<file path="src/rtl/argmax_stream.sv">
// Streaming signed extremum finder: tracks the max (or min) value of a handshaked
// frame together with its tag and presents value, tag and frame length once the frame ends.
module argmax_stream #(
  parameter  int NUM_W    = 8,
  parameter  int AD_W     = 8,
  parameter  int MAX_LEN  = 16,
  parameter  int FIND_MIN = 0,
  localparam int CNT_W    = $clog2(MAX_LEN + 1)
) (
  input  logic                    clk,
  input  logic                    rst_n,
  input  logic                    clr,
  input  logic                    in_valid,
  output logic                    in_ready,
  input  logic signed [NUM_W-1:0] in_num,
  input  logic [AD_W-1:0]         in_data,
  input  logic                    in_last,
  output logic                    out_valid,
  input  logic                    out_ready,
  output logic signed [NUM_W-1:0] out_num,
  output logic [AD_W-1:0]         out_data,
  output logic [CNT_W-1:0]        out_count
);

  typedef enum logic [1:0] {
    ST_IDLE = 2'd0,
    ST_ACC  = 2'd1,
    ST_DONE = 2'd2
  } state_t;

  state_t                  state_r, state_nxt_s;
  logic signed [NUM_W-1:0] best_num_r, best_num_nxt_s;
  logic [AD_W-1:0]         best_data_r, best_data_nxt_s;
  logic [CNT_W-1:0]        cnt_r, cnt_nxt_s, cnt_inc_s;
  logic                    accept_s;
  logic                    load_out_s;
  logic signed [NUM_W-1:0] out_num_r;
  logic [AD_W-1:0]         out_data_r;
  logic [CNT_W-1:0]        out_count_r;

  // Strict comparison so that ties keep the earlier element (first occurrence wins).
  function automatic logic beats_best(input logic signed [NUM_W-1:0] cand,
                                      input logic signed [NUM_W-1:0] best);
    if (FIND_MIN != 0) begin
      return cand < best;
    end else begin
      return cand > best;
    end
  endfunction

  assign in_ready  = (state_r != ST_DONE);
  assign out_valid = (state_r == ST_DONE);
  assign out_num   = out_num_r;
  assign out_data  = out_data_r;
  assign out_count = out_count_r;

  assign accept_s  = in_valid && (state_r != ST_DONE) && !clr;
  assign cnt_inc_s = cnt_r + CNT_W'(1);

  // Next-state, running-extremum and beat-count logic.
  always_comb begin
    state_nxt_s     = state_r;
    best_num_nxt_s  = best_num_r;
    best_data_nxt_s = best_data_r;
    cnt_nxt_s       = cnt_r;
    load_out_s      = 1'b0;
    if (clr) begin
      state_nxt_s = ST_IDLE;
      cnt_nxt_s   = {CNT_W{1'b0}};
    end else begin
      case (state_r)
        ST_IDLE: begin
          if (accept_s) begin
            best_num_nxt_s  = in_num;
            best_data_nxt_s = in_data;
            cnt_nxt_s       = CNT_W'(1);
            if (in_last || (MAX_LEN == 1)) begin
              state_nxt_s = ST_DONE;
              load_out_s  = 1'b1;
            end else begin
              state_nxt_s = ST_ACC;
            end
          end else begin
            state_nxt_s = ST_IDLE;
          end
        end
        ST_ACC: begin
          if (accept_s) begin
            cnt_nxt_s = cnt_inc_s;
            if (beats_best(in_num, best_num_r)) begin
              best_num_nxt_s  = in_num;
              best_data_nxt_s = in_data;
            end else begin
              best_num_nxt_s  = best_num_r;
              best_data_nxt_s = best_data_r;
            end
            // A full frame ends on its own; in_last on that beat is irrelevant.
            if (in_last || (cnt_inc_s == CNT_W'(MAX_LEN))) begin
              state_nxt_s = ST_DONE;
              load_out_s  = 1'b1;
            end else begin
              state_nxt_s = ST_ACC;
            end
          end else begin
            state_nxt_s = ST_ACC;
          end
        end
        ST_DONE: begin
          if (out_ready) begin
            state_nxt_s = ST_IDLE;
            cnt_nxt_s   = {CNT_W{1'b0}};
          end else begin
            state_nxt_s = ST_DONE;
          end
        end
        default: begin
          state_nxt_s = ST_IDLE;
          cnt_nxt_s   = {CNT_W{1'b0}};
        end
      endcase
    end
  end

  // State and accumulator registers.
  always_ff @(posedge clk or negedge rst_n) begin
    if (!rst_n) begin
      state_r     <= ST_IDLE;
      best_num_r  <= {NUM_W{1'b0}};
      best_data_r <= {AD_W{1'b0}};
      cnt_r       <= {CNT_W{1'b0}};
    end else begin
      state_r     <= state_nxt_s;
      best_num_r  <= best_num_nxt_s;
      best_data_r <= best_data_nxt_s;
      cnt_r       <= cnt_nxt_s;
    end
  end

  // Result registers: captured once per frame so they stay stable throughout DONE.
  always_ff @(posedge clk or negedge rst_n) begin
    if (!rst_n) begin
      out_num_r   <= {NUM_W{1'b0}};
      out_data_r  <= {AD_W{1'b0}};
      out_count_r <= {CNT_W{1'b0}};
    end else if (load_out_s) begin
      out_num_r   <= best_num_nxt_s;
      out_data_r  <= best_data_nxt_s;
      out_count_r <= cnt_nxt_s;
    end else begin
      out_num_r   <= out_num_r;
      out_data_r  <= out_data_r;
      out_count_r <= out_count_r;
    end
  end

endmodule

</file>
<file path="config.mk">
export PLATFORM = sky130hd
export DESIGN_NAME = argmax_stream
export DESIGN_NICKNAME = d
export VERILOG_FILES = /design/src/rtl/argmax_stream.sv
export SDC_FILE = /design/constraint.sdc
export NUM_CORES = 1
export LEC_CHECK = 0
export ABC_AREA = 1
export ABC_CLOCK_PERIOD_IN_PS = 4400
export BUFFER_PORTS_ARGS = -buffer_cell sky130_fd_sc_hd__buf_2
export CELL_PAD_IN_SITES_DETAIL_PLACEMENT = 1
export CELL_PAD_IN_SITES_GLOBAL_PLACEMENT = 1
export CORE_UTILIZATION = 43
export DETAILED_ROUTE_END_ITERATION = 6
export PLACE_DENSITY = 0.88
export RECOVER_POWER = 100
export SYNTH_ARGS = -nofsm -noshare
export SYNTH_HDL_FRONTEND = slang
export SYNTH_SLANG_ARGS = --single-unit
</file>
<file path="constraint.sdc">
create_clock -name clk -period 4.4 [get_ports clk]
set_input_delay 0.66 -clock clk [delete_from_list [all_inputs] [get_ports clk]]
set_output_delay 0.66 -clock clk [all_outputs]
set_load 0.02 [all_outputs]
</file>
=== After elaboration in Yosys (flattened, before gate mapping) ===
Cells that the tools add are included.

* $add $sub $neg: 1
* Magnitude comparators: 1
* Equal/unequal tests: 4
* Multiplexer cells: 31
* Reductions and logical operators: 5

{| class="wikitable"
|+ Operators by type and width
! kind !! count
|-
| $mux 8 || 8
|-
| $pmux 8 s2 || 2
|-
| $mux 5 || 4
|-
| $pmux 5 s3 || 1
|-
| $mux 2 || 6
|-
| $gt 8x8->1 || 1
|-
| $mux 1 || 8
|-
| $pmux 2 s3 || 1
|-
| $add 5x1->5 const B || 1
|-
| $eq 5x5->1 const B || 1
|-
| $eq 2x1->1 const B || 1
|-
| $eq 2x2->1 const B || 1
|-
| $logic_and 1x1->1 || 2
|-
| $logic_not 2->1 || 1
|-
| $ne 2x2->1 const B || 1
|-
| $pmux 1 s2 || 1
|-
| $logic_not 1->1 || 1
|-
| $logic_or 1x1->1 || 1
|}

* Flip-flop bits (word level): 44
* Input port bits: 22
* Output and inout port bits: 23
* Word-level logic and storage cells: 49

=== Logic depth before layout (Yosys ltp) ===
* Depth in word-level cells: 10
* Gate-level depth with buffers: 16
* Mapped depth without buffers: 16

=== Worst setup path before layout ===
OpenSTA, ideal clock, no wires.

* Kind: input port to flip-flop
* Start: input in_num[7]
* End: register out_data_r[5], in the netlist out_data[5]
* Library setup time: 117 ps
* Arrival time: 2059 ps
* Data required time: 4283 ps
* Slack: 2225 ps
* Stages on the path: 11
* Path buffers: 1
* Cells stage by stage: ha_1 a21o_1 nor2_1 nand2_1 nand2_1 clkbuf_1 nand4_1 nand3_1 nand3_1 nand2_1 nand2_1

* Cells in the longest elaborated chain, start to end: 8

{| class="wikitable"
|+ Ends and longest elaborated chain
! what !! RTL line !! source
|-
| from (decl) || 15 || <nowiki>input logic signed [NUM_W-1:0] in_num,</nowiki>
|-
| $gt 8x8->1 || 47 || <nowiki>return cand > best;</nowiki>
|-
| $mux 1 || 88 || <nowiki>if (accept_s) begin</nowiki>
|-
| $mux 1 || 71 || <nowiki>case (state_r)</nowiki>
|-
| $mux 1 || 67 || <nowiki>if (clr) begin</nowiki>
|-
| $mux 8 || 90 || <nowiki>if (beats_best(in_num, best_num_r)) begin</nowiki>
|-
| $mux 8 || 88 ||
|-
| $pmux 8 s2 || 71 ||
|-
| $mux 8 || 67 ||
|-
| via best_data_nxt_s[5] || 33 || <nowiki>logic [AD_W-1:0] best_data_r, best_data_nxt_s;</nowiki>
|-
| to (signal assigned) || 143 || <nowiki>out_data_r <= {AD_W{1'b0}};</nowiki>
|-
| to (signal assigned) || 147 || <nowiki>out_data_r <= best_data_nxt_s;</nowiki>
|-
| to (signal assigned) || 151 || <nowiki>out_data_r <= out_data_r;</nowiki>
|-
| to (decl) || 38 || <nowiki>logic [AD_W-1:0] out_data_r;</nowiki>
|}

The timed path passes the listed nets, and every way through them passes these cells. The select of a mux whose other input is x is not followed.
A chain may end at the register's enable or synchronous reset.

=== Worst setup path in the final report ===
* Start: register state_r[1]
* End: register out_data_r[1], in the netlist out_data[1]

* Cells in the longest elaborated chain, start to end: 6
* Elaborated cells between the ends (all ways): 13
* Classes of those cells: 2 x eq/ne; 8 x mux; 3 x reduce/logical

{| class="wikitable"
|+ Ends and longest elaborated chain
! what !! RTL line !! source
|-
| from (decl) || 31 || <nowiki>state_t state_r, state_nxt_s;</nowiki>
|-
| from (signal assigned) || 132 || <nowiki>state_r <= state_nxt_s;</nowiki>
|-
| $ne 2x2->1 || 57 || <nowiki>assign accept_s = in_valid && (state_r != ST_DONE) && !clr;</nowiki>
|-
| $logic_and 1x1->1 (2 in series) || 57 ||
|-
| $mux 8, on equally long branches || 88, 73 ||
|-
| $pmux 8 s2 * || 71 ||
|-
| $mux 8 * || 67 ||
|-
| via best_data_nxt_s[1] || 33 ||
|}

The timed path passes the listed nets; every way through them passes the cells marked *.

==> results.cfg <==
[outcome]
status = finished, violations left
violations = capacitance limit, slew limit

[clock_tree]
cts_root_buf = clkbuf_8
clock-sinks = 44
postCtsSetupBuffers = 0
cts_buffer_depth = 2
ctsHtreeMaxLevel = 2
clkLatencyLatePin_ps = 300
cts_tree = done
ctsResizeCount = 0
holdBufCountCts = 0
clk_pin_slew_worst_paths_ps = 90
numCtsBuffers = 5

[global_route]
grt_pass1_vias = 2493
track_usage_pct = 25.79
gr-total-overflow = 0
grt_pass1_wl_um = 12030
grt_max_degree = 45
antenna_found_initial = 0

[timing]
period_minus_slack_ps = 3428
worstMarginPinSlew_ps = 2443
rsz0062_at_grt = false
fin_crit_sh_pct = 77.92
finalHoldViolations = 0
skew_ps = 11.18
slew-limit-headroom_pct = -62.87
drv_slew = 45
setup_violations = 0
max_freq_ghz = 0.2917
setup_tns_ps = 0

[placement]
routabilityCongestion = 0.8364
portBuffers = 44
hpwl_um = 5057
place_area_um2 = 2723

[hold_path]
hold_start = out_count[3]
min_path_cells = 2
hold_path.class = register to register
whs_endpoint = out_count[3]

[synth]
synth.most_common_cell = nand2_1
syn-cell-area_um2 = 2457
syn-num-nets = 363
synth_edf_count = 0
synth-xor-area-share_pct = 0.7128
syn_avg_cell_area_um2 = 7.424
muxShareOfSynthArea_pct = 0
synth_compound_area_share_pct = 7.128
yosys_warnings = 0
synth.area.top_cells = dfrtp_1, nand2_1, inv_1
synth_top_area_share_pct = 44.81
ys_seq_area_share_pct = 44.81
synth_top_family_by_area = simple AND/OR/NAND/NOR gates
synthesis.instances = 331
synthFlopType = dfrtp_1
ys_types = 27
synthTopCellsByCount = nand2_1, dfrtp_1, inv_1
ys_async_sr_fraction_pct = 100.0
synth-simple-area-share_pct = 32.79
yosysTopAreaCell = dfrtp_1
ys_ff_latch = 44
yosys.area_share.adder_pct = 5.092

[detailed_routing]
totalWireLength_um = 6972
first_pass_iters = 6
drtIter0Drc = 187
num_vias = 2342
ant_nets = 0
avgRoutedWirePerCell_um = 15.70
drc = 0
viasPerCell = 5.275

[layout]
num-nets-final = 403
area_growth_pct = 12.32
antennaDiodeCount = 0
drive_gt1_share_pct = 9.409
stdcell_area_um2 = 2760

[floorplanning]
die_x_um = 77.60
die_h_um = 77.60
rows = 27
floorplan.core_area_um2 = 5507
io-pin-count = 45
start_util_pct = 44.63
die-area_um2 = 6021

[worst_setup_path]
r2r_setup_slack_ps = 970
crit_type = register to register
rr_worst_depth = 11
startpoint_type = register
cp.required_ps = 4630
cp-end-kind = register
r2r-end = out_data[1]
r2r-start = state_r[1]
critical_path_arrival_ps = 3660
worst-path-max-fanout = 21

[job]
cap_violations = 1

[pwr]
peakVddDrop_uv = 200.5
p_leak_uw = 0.001481
power.density_nw_per_um2 = 423.0
-- critical path, stage by stage (launching register included) --
cell and delay, ps:
dfrtp_1 600, nand2_1 200, inv_1 90, nor2_4 380
inv_1 260, a21oi_1 780, nand3_1 500, nand2_1 170
nand3_1 90, nand3_1 160, nand2_1 70, nand2_1 80
-- worst max path at each step --
stage	depth (start not counted)	startpoint	to	slack (ps)
5_1_grt	11	state_r[1]	out_num[5]	670
2_1_floorplan	11	in_num[7]	out_data[5]	2220
3_3_place_gp	12	clr	out_num[1]	1510
6_report	11	state_r[1]	out_data[1]	970
4_1_cts	11	state_r[1]	out_num[1]	1580
3_5_place_dp	12	clr	out_num[1]	1420
-- layer usage --
metal / share of wire, % / vias up / GRT usage, %
met3: 3.9 / 16 / 4.235
met1: 48 / 1133 / 35.48
met5: 0 / - / 0
li1: - / 1129 / -
met4: 2.7 / 0 / 10.57
met2: 45 / 64 / 40.35
-- where the power goes --
| part | internal [uW] | total [uW] | switching (uW) | leakage, uW |
|---|---|---|---|---|
| sequential | 484 | 541 | 57.3 | 0.000561 |
| clock | 113 | 262 | 149 | 0.0000414 |
| combinational | 112 | 365 | 253 | 0.000878 |
| total | 709 | 1170 | 458 | 0.00148 |
-- flip-flops by register name, indices dropped and copies added, names as in the netlist --
name and cells:
cnt_r 5, best_data_r 8, best_num_r 8, out_count 5, out_data 8, state_r 2, out_num 8
-- placed cells by master, fill, tap and decap left out, types with 7 or more instances in the layout --
master,Yosys,routed
nand2_1,124,126
dfrtp_1,44,44
inv_1,40,43
nand3_1,30,31
clkbuf_1,6,25
buf_2,6,22
nor2_1,15,16
nand4_1,11,11
ha_1,10,10
a21oi_1,7,8
o211ai_1,7,7
-- logic make-up after synthesis --
kind of cell             count (synthesis)
AO/OA/AOI/OAI                           28
XOR/XNOR                                 2
adder cells (fa/ha/maj)                 10
buffers and inverters                   59
flip-flops                              44
AND/OR/NAND/NOR                        188
-- through the flow --
step	util, %	instances	setup slack, ps	hold WS, ps	total power, uW
5_1_grt	50.13	444	668.3	517.7	1243
2_1_floorplan	-	331	2225	364.4	789.5
6_report	50.13	444	971.7	484.8	1168
4_1_cts	51.06	444	1583	488.6	1191
3_3_place_gp	49.44	436	1508	457.8	902.9
3_5_place_dp	49.44	436	1420	459.8	923.3
-- layout make-up --
cell class              instances  area, um^2
inverters                      46       172.7
well taps                      72       90.09
multi-input cells             228        1107
clock buffers                   6       72.57
fillers                       741        2746
flip-flops and latches         44        1101
clock inverters                 2       16.27
repair buffers                 46       200.2
No activity file was read; power rests on OpenSTA's default activity.
